[src/rtl/mandel_fb_writer_if.sv]
`default_nettype none
// ============================================================================
// Module   : mandel_fb_writer_if
// Purpose  : Pixel-side and framebuffer-write-side signals of mandel_fb_writer.
// Revision : 1.0
// ============================================================================

interface mandel_fb_writer_if #(
    parameter int FIFO_DEPTH = 4
);
    localparam int c_level_w = $clog2(FIFO_DEPTH) + 1;

    logic [3:0]           pixel_data_in;
    logic                 pixel_frame_start_in;
    logic                 pixel_valid_in;
    logic                 pixel_ready_out;
    logic [3:0]           write_data_out;
    logic                 write_toggle_out;
    logic                 reset_write_ptr_out;
    logic                 wrote_data_in;
    logic [c_level_w-1:0] fifo_level_out;
    logic                 busy_out;

    // master is the writer itself; slave is the engine / RP2040 side
    modport master (
        input  pixel_data_in,
        input  pixel_frame_start_in,
        input  pixel_valid_in,
        input  wrote_data_in,
        output pixel_ready_out,
        output write_data_out,
        output write_toggle_out,
        output reset_write_ptr_out,
        output fifo_level_out,
        output busy_out
    );

    modport slave (
        output pixel_data_in,
        output pixel_frame_start_in,
        output pixel_valid_in,
        output wrote_data_in,
        input  pixel_ready_out,
        input  write_data_out,
        input  write_toggle_out,
        input  reset_write_ptr_out,
        input  fifo_level_out,
        input  busy_out
    );
endinterface

`default_nettype wire

[src/rtl/mandel_fb_writer.sv]
`default_nettype none
// ============================================================================
// Module   : mandel_fb_writer
// Purpose  : FIFO-buffered 4-bit pixel writer driving the toggle/echo
//            framebuffer write handshake. Optional per-frame automatic pointer
//            reset enabled by MANDEL_FB_WRITER_AUTO_PTR_RESET_EN.
// Revision : 1.0
// ============================================================================

module mandel_fb_writer #(
    parameter int FIFO_DEPTH       = 4,
    parameter int HOLD_CYCLES      = 4,
    parameter int PTR_RESET_CYCLES = 8,
    parameter int FRAME_PIXELS     = 153600
) (
    input  wire logic          clk,
    input  wire logic          rst,
    mandel_fb_writer_if.master bus
);

    localparam int c_addr_w  = $clog2(FIFO_DEPTH);
    localparam int c_level_w = c_addr_w + 1;
    localparam int c_hold_w  = (HOLD_CYCLES > 1) ? $clog2(HOLD_CYCLES) : 1;
    localparam int c_prst_w  = (PTR_RESET_CYCLES > 1) ? $clog2(PTR_RESET_CYCLES) : 1;

    localparam logic [c_hold_w-1:0] c_hold_load = c_hold_w'(HOLD_CYCLES - 1);
    localparam logic [c_prst_w-1:0] c_prst_load = c_prst_w'(PTR_RESET_CYCLES - 1);

    generate
        if (FIFO_DEPTH < 2 || (FIFO_DEPTH & (FIFO_DEPTH - 1)) != 0) begin : g_bad_depth
            $error("FIFO_DEPTH must be a power of two and at least 2");
        end
        if (HOLD_CYCLES < 1 || PTR_RESET_CYCLES < 1) begin : g_bad_cycles
            $error("HOLD_CYCLES and PTR_RESET_CYCLES must be at least 1");
        end
        if (FRAME_PIXELS < 2) begin : g_bad_frame
            $error("FRAME_PIXELS must be at least 2");
        end
    endgenerate

    typedef enum logic [2:0] {
        S_IDLE      = 3'd0,
        S_PTR_RST   = 3'd1,
        S_TOGGLE    = 3'd2,
        S_WAIT_ECHO = 3'd3,
        S_HOLD      = 3'd4
    } state_t;

    // ---------------- pixel FIFO ----------------
    logic [4:0]           r_mem [FIFO_DEPTH];
    logic [c_addr_w-1:0]  r_wr_ptr;
    logic [c_addr_w-1:0]  r_rd_ptr;
    logic [c_level_w-1:0] r_level;
    logic [c_level_w-1:0] w_level_nxt;
    logic                 r_ready;
    logic                 w_push;
    logic                 w_pop;
    logic                 w_empty;
    logic [4:0]           w_head;

    // ---------------- write FSM ----------------
    state_t               r_state;
    state_t               w_state_nxt;
    logic [3:0]           r_data;
    logic [3:0]           w_data_nxt;
    logic                 r_toggle;
    logic                 w_toggle_nxt;
    logic                 r_ptr_rst;
    logic                 w_ptr_rst_nxt;
    logic [c_hold_w-1:0]  r_hold_cnt;
    logic [c_hold_w-1:0]  w_hold_cnt_nxt;
    logic [c_prst_w-1:0]  r_prst_cnt;
    logic [c_prst_w-1:0]  w_prst_cnt_nxt;
    logic                 w_need_ptr_rst;

    assign w_empty = (r_level == '0);
    assign w_head  = r_mem[r_rd_ptr];
    // Ready is a register, so a pop in a full cycle never admits a push.
    assign w_push  = bus.pixel_valid_in && r_ready;
    assign w_pop   = (r_state == S_IDLE) && !w_empty;

    always_comb begin
        w_level_nxt = r_level;
        case ({w_push, w_pop})
            2'b10:   w_level_nxt = r_level + c_level_w'(1);
            2'b01:   w_level_nxt = r_level - c_level_w'(1);
            default: w_level_nxt = r_level;
        endcase
    end

    always_ff @(posedge clk) begin
        if (rst) begin
            r_wr_ptr <= '0;
            r_rd_ptr <= '0;
            r_level  <= '0;
            r_ready  <= 1'b0;
        end else begin
            if (w_push) begin
                r_wr_ptr <= r_wr_ptr + c_addr_w'(1);
            end
            if (w_pop) begin
                r_rd_ptr <= r_rd_ptr + c_addr_w'(1);
            end
            r_level <= w_level_nxt;
            r_ready <= (w_level_nxt != c_level_w'(FIFO_DEPTH));
        end
    end

    always_ff @(posedge clk) begin
        if (w_push) begin
            r_mem[r_wr_ptr] <= {bus.pixel_frame_start_in, bus.pixel_data_in};
        end
    end

`ifdef MANDEL_FB_WRITER_AUTO_PTR_RESET_EN
    localparam int c_pix_w = $clog2(FRAME_PIXELS);

    logic [c_pix_w-1:0] r_pix_cnt;
    logic [c_pix_w-1:0] w_pix_cnt_nxt;
    logic               r_force_ptr;
    logic               w_force_ptr_nxt;
    logic               w_hold_exit;

    assign w_hold_exit    = (r_state == S_HOLD) && (r_hold_cnt == '0);
    assign w_need_ptr_rst = w_head[4] || r_force_ptr;

    // A popped frame start and a pending forced reset collapse into one PTR_RST.
    always_comb begin
        w_pix_cnt_nxt   = r_pix_cnt;
        w_force_ptr_nxt = r_force_ptr;
        if (w_pop) begin
            w_force_ptr_nxt = 1'b0;
            if (w_head[4]) begin
                w_pix_cnt_nxt = '0;
            end
        end
        if (w_hold_exit) begin
            if (r_pix_cnt == c_pix_w'(FRAME_PIXELS - 1)) begin
                w_pix_cnt_nxt   = '0;
                w_force_ptr_nxt = 1'b1;
            end else begin
                w_pix_cnt_nxt = r_pix_cnt + c_pix_w'(1);
            end
        end
    end

    always_ff @(posedge clk) begin
        if (rst) begin
            r_pix_cnt   <= '0;
            r_force_ptr <= 1'b0;
        end else begin
            r_pix_cnt   <= w_pix_cnt_nxt;
            r_force_ptr <= w_force_ptr_nxt;
        end
    end
`else
    assign w_need_ptr_rst = w_head[4];
`endif

    always_comb begin
        w_state_nxt    = r_state;
        w_data_nxt     = r_data;
        w_toggle_nxt   = r_toggle;
        w_ptr_rst_nxt  = r_ptr_rst;
        w_hold_cnt_nxt = r_hold_cnt;
        w_prst_cnt_nxt = r_prst_cnt;
        case (r_state)
            S_IDLE: begin
                if (!w_empty) begin
                    w_data_nxt = w_head[3:0];
                    if (w_need_ptr_rst) begin
                        w_ptr_rst_nxt  = 1'b1;
                        w_prst_cnt_nxt = c_prst_load;
                        w_state_nxt    = S_PTR_RST;
                    end else begin
                        w_state_nxt = S_TOGGLE;
                    end
                end
            end
            S_PTR_RST: begin
                if (r_prst_cnt == '0) begin
                    w_ptr_rst_nxt = 1'b0;
                    w_state_nxt   = S_TOGGLE;
                end else begin
                    w_prst_cnt_nxt = r_prst_cnt - c_prst_w'(1);
                end
            end
            S_TOGGLE: begin
                w_toggle_nxt = ~r_toggle;
                w_state_nxt  = S_WAIT_ECHO;
            end
            S_WAIT_ECHO: begin
                // No timeout: the RP2040 side may stall arbitrarily long.
                if (bus.wrote_data_in == r_toggle) begin
                    w_hold_cnt_nxt = c_hold_load;
                    w_state_nxt    = S_HOLD;
                end
            end
            S_HOLD: begin
                if (r_hold_cnt == '0) begin
                    w_state_nxt = S_IDLE;
                end else begin
                    w_hold_cnt_nxt = r_hold_cnt - c_hold_w'(1);
                end
            end
            default: begin
                w_state_nxt = S_IDLE;
            end
        endcase
    end

    always_ff @(posedge clk) begin
        if (rst) begin
            r_state    <= S_IDLE;
            r_data     <= 4'h0;
            r_toggle   <= 1'b0;
            r_ptr_rst  <= 1'b0;
            r_hold_cnt <= '0;
            r_prst_cnt <= '0;
        end else begin
            r_state    <= w_state_nxt;
            r_data     <= w_data_nxt;
            r_toggle   <= w_toggle_nxt;
            r_ptr_rst  <= w_ptr_rst_nxt;
            r_hold_cnt <= w_hold_cnt_nxt;
            r_prst_cnt <= w_prst_cnt_nxt;
        end
    end

    assign bus.pixel_ready_out     = r_ready;
    assign bus.write_data_out      = r_data;
    assign bus.write_toggle_out    = r_toggle;
    assign bus.reset_write_ptr_out = r_ptr_rst;
    assign bus.fifo_level_out      = r_level;
    assign bus.busy_out            = (r_state != S_IDLE) || !w_empty;

endmodule

`default_nettype wire

[src/flat_wrapper.sv]
// flat-port wrapper written by rule: the top's interface ports become plain ports
module mandel_fb_writer_flat 
#(
    parameter int FIFO_DEPTH       = 4,
    parameter int HOLD_CYCLES      = 4,
    parameter int PTR_RESET_CYCLES = 8,
    parameter int FRAME_PIXELS     = 153600
)
  (clk, rst, bus_pixel_data_in, bus_pixel_frame_start_in, bus_pixel_valid_in, bus_wrote_data_in, bus_pixel_ready_out, bus_write_data_out, bus_write_toggle_out, bus_reset_write_ptr_out, bus_fifo_level_out, bus_busy_out);
  mandel_fb_writer_if #(.FIFO_DEPTH(FIFO_DEPTH)) bus_i ();
  input  wire logic clk;
  input  wire logic rst;
  input wire logic [$bits(bus_i.pixel_data_in)-1:0] bus_pixel_data_in;
  input wire logic [$bits(bus_i.pixel_frame_start_in)-1:0] bus_pixel_frame_start_in;
  input wire logic [$bits(bus_i.pixel_valid_in)-1:0] bus_pixel_valid_in;
  input wire logic [$bits(bus_i.wrote_data_in)-1:0] bus_wrote_data_in;
  output wire logic [$bits(bus_i.pixel_ready_out)-1:0] bus_pixel_ready_out;
  output wire logic [$bits(bus_i.write_data_out)-1:0] bus_write_data_out;
  output wire logic [$bits(bus_i.write_toggle_out)-1:0] bus_write_toggle_out;
  output wire logic [$bits(bus_i.reset_write_ptr_out)-1:0] bus_reset_write_ptr_out;
  output wire logic [$bits(bus_i.fifo_level_out)-1:0] bus_fifo_level_out;
  output wire logic [$bits(bus_i.busy_out)-1:0] bus_busy_out;
  assign bus_i.pixel_data_in = bus_pixel_data_in;
  assign bus_i.pixel_frame_start_in = bus_pixel_frame_start_in;
  assign bus_i.pixel_valid_in = bus_pixel_valid_in;
  assign bus_i.wrote_data_in = bus_wrote_data_in;
  assign bus_pixel_ready_out = bus_i.pixel_ready_out;
  assign bus_write_data_out = bus_i.write_data_out;
  assign bus_write_toggle_out = bus_i.write_toggle_out;
  assign bus_reset_write_ptr_out = bus_i.reset_write_ptr_out;
  assign bus_fifo_level_out = bus_i.fifo_level_out;
  assign bus_busy_out = bus_i.busy_out;
  mandel_fb_writer #(.FIFO_DEPTH(FIFO_DEPTH), .HOLD_CYCLES(HOLD_CYCLES), .PTR_RESET_CYCLES(PTR_RESET_CYCLES), .FRAME_PIXELS(FRAME_PIXELS)) u_core (.clk(clk), .rst(rst), .bus(bus_i));
endmodule
[config.mk]
export PLATFORM = sky130hd
export DESIGN_NAME = mandel_fb_writer_flat
export DESIGN_NICKNAME = d
export VERILOG_FILES = /design/src/rtl/mandel_fb_writer_if.sv /design/src/rtl/mandel_fb_writer.sv /design/src/flat_wrapper.sv
export SDC_FILE = /design/constraint.sdc
export NUM_CORES = 1
export LEC_CHECK = 0
export BUFFER_PORTS_ARGS = -buffer_cell sky130_fd_sc_hd__buf_4
export CORE_ASPECT_RATIO = 1.1
export CORE_UTILIZATION = 62
export DETAILED_ROUTE_END_ITERATION = 16
export GPL_ROUTABILITY_DRIVEN = 0
export GPL_TIMING_DRIVEN = 0
export MAX_ROUTING_LAYER = met4
export PLACE_DENSITY = 0.82
export SLEW_MARGIN = 15
export SYNTH_ARGS = -nofsm -noshare
export SYNTH_HDL_FRONTEND = slang
export SYNTH_SLANG_ARGS = --single-unit
[constraint.sdc]
create_clock -name clk -period 4.71 [get_ports clk]
set_input_delay 0.7065 -clock clk [delete_from_list [all_inputs] [get_ports clk]]
set_output_delay 0.7065 -clock clk [all_outputs]
set_load 0.02 [all_outputs]
Yosys cells after proc, flatten, opt, wreduce, memory -nomap -nowiden
Memories as Yosys holds them, arrays and structs flattened. A register that Yosys moved wholly into a read port is not among the register bits. Cells that the tools add are included.

Add/subtract/negate cells: 6. Eq/ne operators: 15. Mux-type cells: 22. Bitwise logic cells: 2. Reductions and logical operators: 16.

Operators with widths (number): 3-bit 2-to-1 mux (7); 3-bit one-hot mux with 5 select lines (1); 3-bit one-hot mux with 2 select lines (2); 4-bit AND reduction (3); 2-bit 2-to-1 mux (5); 3-bit zero test (3); 2-bit by 1-bit inequality test with 1-bit output, second input constant (4); 3-bit by 2-bit equality test with 1-bit output, second input constant (2); 2-bit inequality test, second input constant (3); 3-bit by 1-bit subtractor with 3-bit output, second input constant (2); 1-bit 2-to-1 mux (5); 2-bit by 1-bit adder with 2-bit output, second input constant (2); 2-bit one-hot mux with 2 select lines (1); 2-bit nonzero test (2); 3-bit by 1-bit adder with 3-bit output, second input constant (1); 3-bit by 1-bit equality test with 1-bit output, second input constant (1); 3-bit equality test, second input constant (1); 3-bit inequality test, second input constant (1); 3-bit AND reduction (1); 3-bit nonzero test (1); 2-bit by 1-bit equality test with 1-bit output, second input constant (1); 2-bit equality test, second input constant (1); 1-bit logical AND (2); 2-bit zero test (1); 7 further kinds (8).

Register bits after elaboration: 22. Bits in writable memories: 20. Input port bits: 9. Output and inout port bits: 11. Word-level logic and storage cells: 72. Memories kept: 1.

Memory list: u_core.r_mem (depth 4, width 5, rd ports 1, clocked after Yosys merged registers in 1, wr ports 1, RTL line mandel_fb_writer.sv:50) `logic [4:0] r_mem [FIFO_DEPTH];`.

Longest topological paths before layout
Depth after elaboration: 6. Mapped depth: 11. Mapped depth without buffers: 9.

Least setup slack after synthesis
No wires, ideal clock.

Kind: register -> register. Start: reg u_core.r_state[0]. End: reg u_core.r_ready (netlist: u_core.bus.pixel_ready_out). Setup time: 0.135 ns. Data arrival time: 2.071 ns. Required time: 4.575 ns. Setup slack: 2.504 ns. Cell stages (with the launch flop): 12. Buffers on the path: 2. Clock period less this slack: 2.206 ns. Cells stage by stage: dfxtp_1 > buf_2 > nor3_1 > nor2b_1 > buf_4 > ha_1 > inv_1 > fa_1 > xor2_1 > nor2_1 > xor2_1 > a21oi_1.

Cells in the longest elaborated chain, start to end: 5. Elaborated cells on any way between the ends: 6. Classes of those cells: 3 x eq/ne; 1 x mux; 2 x reduce/logical.

Ends and longest elaborated chain: start, declared (RTL line mandel_fb_writer.sv:62) `state_t r_state;`; start signal, assigned (RTL line mandel_fb_writer.sv:221) `r_state <= w_state_nxt;`; 3-bit zero test (*) (RTL line mandel_fb_writer.sv:80) `assign w_pop = (r_state == S_IDLE) && !w_empty;`; 1-bit logical AND (*) (RTL line mandel_fb_writer.sv:80); net u_core.w_pop (RTL line mandel_fb_writer.sv:57) `logic w_pop;`; 2-bit by 1-bit equality test with 1-bit output or 2-bit equality test (tied branches) (RTL line mandel_fb_writer.sv:84) `case ({w_push, w_pop})`; 3-bit one-hot mux with 2 select lines (*) (RTL line mandel_fb_writer.sv:84); 3-bit inequality test (*) (RTL line mandel_fb_writer.sv:105) `r_ready <= (w_level_nxt != c_level_w'(FIFO_DEPTH));`; end signal, assigned (RTL line mandel_fb_writer.sv:105); end, declared (RTL line mandel_fb_writer.sv:55) `logic r_ready;`.

Mark *: on every way through the listed nets, which the timed path passes. The rest lies on a longest branch. A chain may end at the register's enable or synchronous reset.

Worst setup path in the final report
Ends and elaborated chain as after synthesis.

==> summary.md <==
For this run, the number of standard cells in the final layout without fillers is 214. The logs give 154 for the gate count after technology mapping and 0 for the final number of setup-violating endpoints. The worst hold path belongs to the class reg2reg. Pin placement for this block handled 20 I/O pins. The run gives 2120 um2 as the placed cell area. The critical path startpoint category was a flop. The first detailed-routing pass ran for 4 iterations. The number of diodes came out at 0. After detailed placement, the design holds a cell count of 206.

Of the cells placed in the final design, the portion with a size suffix greater than 1 is 22.1%. The biggest area contributor in the post-synthesis netlist is edfxtp_1. The number of cells on the worst reg-to-reg path is 11.

Setup repair after global routing left no endpoint under its margin. The total number of H-tree levels was 2. The global route total overflow came out at 0.

Summing internal, switching and leakage power gives 1340 uW. Clock skew on the completed layout was measured at 0.0155 ns. The root buffer cell chosen for the clock tree is clkbuf_4. TritonCTS built the clock tree. Clock-pin slew was measured on the worst setup and hold paths at 0.12 ns. Number of flops mapped to enable cells by yosys: 20. The width of the chip is 55.3 um. The proportion of netlist area held by the largest area contributor is 31.0%, and the share of power burned in combinational logic is 42.6%. Routed wire length per instance: 15.4 um. The number of buffers on the longest clock path came out at 2. Input and output buffers added on the ports amount to 19. The tools report the overall routed net length as 3.30 mm.

By area the synthesized netlist is led by edfxtp_1 31%, dfxtp_1 25%, mux4_1 5.4%, ha_1 5.2%, nor2_1 3.3%. Data arrives at the worst endpoint at 2.70 ns. For the net switching power, the log shows 482 uW. The detailed-route vias per instance came out at 5.67. The layout-stage area growth over the synthesis result is 14.2%. The net count of the finished layout is 198.

After synthesis the netlist holds a flip-flop and latch count of 44. For the via total after detailed routing, the log shows 1213. The maximum clock rate was 407 MHz; the number of global-route vias before repair was 1225. The power density relative to cell area is 604 nW/um2. The run gives 23.7% as the overall routing resource usage. At the pin with the least slew margin, the transition time is 0.550 ns. The flow ran to the end, and the final reports show no timing, DRC or antenna violations. VDD sags by at most 449 uV. Along the worst path, the maximum fanout reaches 10.

Count of warnings emitted by yosys: 0. STA classifies the critical path endpoint as a flop. Net switching is 36.1% of the power.

In this run the remaining antenna-violating nets after routing total 0. The logs give 43 for the number of library cell types mapped by synthesis and 0 for the count of endpoints failing hold in the final timing report. The run gives 0 as the number of cells upsized or downsized after cts. For this configuration, the core starts out at a cell density of 67.4%. Per report_power, the sequential group accounts for 39.5% of the total. For this run, design rule violations remaining after detail routing come to 0.

Part of the power in the clock network: 17.9%. At the later pin of the worst-skew pair, clock insertion delay measures 0.36 ns. Buffers inserted to repair hold after CTS numbered 0. The first global-routing pass estimated 5.51 mm of wire. The worst pin sits at a relative slew slack of 63.3%.

Start-to-end type of the worst setup path: reg2reg. Among all flip-flop cells after synthesis, the most frequent one is dfxtp_1. The most frequent cell after synthesis was dfxtp_1. Sequential cells were found to cover 55.7% of the synthesized design area. The floorplan has 20 rows.

TritonCTS created 5 clock buffers. For the final instance area, the log shows 2210 um2. For the leakage dissipation, the log shows 0.000860 uW. By count the netlist is led by 24 x dfxtp_1, 20 x edfxtp_1, 17 x nor2_1.

The initial antenna violation count is 0, and the DRC marker count from the first detailed-route iteration is 30. The worst path required time is 4.95 ns, and the y dimension of the die is 60.7 um. Of all flip-flops after synthesis, the portion carrying an async set or reset was 0%.

Once detailed placement completed, the half-perimeter wirelength came to 2.47 mm. Along the worst hold path, the cell count comes to 2. The die covers 3360 um2.

Entering global routing, the biggest net connects 15 pins. The logs give 44 for the number of clock sinks and 172 for the post-synth net total. Counting the fill cells in the layout gives 176. The post-layout minimum cycle time is 2.46 ns, and the final worst hold slack is 0.485 ns.

The average footprint of a synthesized cell came out at 12.6 um2. The synthesized netlist occupies a cell area of 1940 um2. After clock tree synthesis, the setup repair step added 0 buffers.

Design internal power: 855 uW. The number of max-slew violations in the final report was 0; the core box area was 2880 um2. In the finished design, the share of the clock period the worst path needs comes to 52.2%. Setup TNS after final layout: 0 ns. The tools report the count of maximum capacitance violations as 0.
## cells in the final DEF (no fill, tap or decap), types with 5 or more instances in the layout
master / count
ha_1: 8
nand2_1: 6
inv_1: 13
nor2_1: 17
dfxtp_1: 24
edfxtp_1: 20
a21oi_1: 7
buf_4: 20
clkbuf_4: 5
xnor2_1: 5
## power by group through the flow
stage               Sequential (uW)  Combinational [uW]  Clock, uW
CTS                             528                 574        242
global placement                532                 549          0
finish                          528                 571        239
detailed placement              536                 570          0
global route                    538                 625        259
floorplan                       562                 395          0
## layout make-up
class	instances	area [um2]	area share [%]
timing repair buffer	19	143	6.44
inverter	13	48.8	2.20
multi-input combinational	92	778	35.1
sequential	44	1080	48.8
tap	33	41.3	1.86
buffer	5	31.3	1.41
clock buffer	8	91.3	4.12
## critical path, stage by stage (launching register included)
cell,delay (ns)
dfxtp_1,0.32
buf_2,0.18
nor3_1,0.31
nor2b_1,0.18
buf_4,0.18
ha_1,0.19
inv_1,0.06
fa_1,0.37
xor2_1,0.15
nor2_1,0.11
xor2_1,0.20
a21oi_1,0.09
## state kept, by name, indices dropped and copies added (netlist names), named ones only
name,flops
u_core.r_mem,20
u_core.bus.reset_write_ptr_out,1
u_core.r_hold_cnt,2
u_core.bus.write_toggle_out,1
u_core.bus.pixel_ready_out,1
u_core.r_state,3
u_core.r_wr_ptr,2
u_core.r_rd_ptr,2
u_core.r_prst_cnt,3
u_core.bus.fifo_level_out,3
u_core.bus.write_data_out,4
## through the flow
step	util, %	setup slack [ns]
after floorplan	-	2.50
after global placement	73.8	2.34
after detailed placement	73.8	2.28
after CTS	77.0	2.26
after global routing	77.0	2.08
final	77.0	2.25
## logic make-up after synthesis
kind of cell | Yosys count | share of synthesized area [%]
flip-flops | 44 | 55.7
AND/OR/NAND/NOR | 43 | 11.5
AO/OA/AOI/OAI | 22 | 9.74
buffers and inverters | 18 | 4.13
XOR/XNOR | 9 | 4.06
multiplexers | 9 | 8.65
adder cells (fa/ha/maj) | 9 | 6.19
## metal layers
metal  wire length [um]  part of all wire (%)  vias to the layer above  global-route usage, %
li1                   -                     -                      602                      -
met1               1300                    39                      572                   23.4
met2               1750                    53                       28                   41.8
met3                153                   4.6                       11                   8.32
met4                104                   3.1                        0                   12.5
met5                  0                     0                        -                      -
## final timing paths
| kind | from | end | slack (ns) |
|---|---|---|---|
| worst max-delay path | u_core.r_state[0] | u_core.bus.pixel_ready_out | 2.25 |
| worst min-delay path | u_core.r_hold_cnt[0] | u_core.r_hold_cnt[0] | 0.48 |
| worst max register to register | u_core.r_state[0] | u_core.bus.pixel_ready_out | 2.25 |
| worst min register to register | u_core.r_hold_cnt[0] | u_core.r_hold_cnt[0] | 0.48 |
Power figures use the tool's default switching activity.
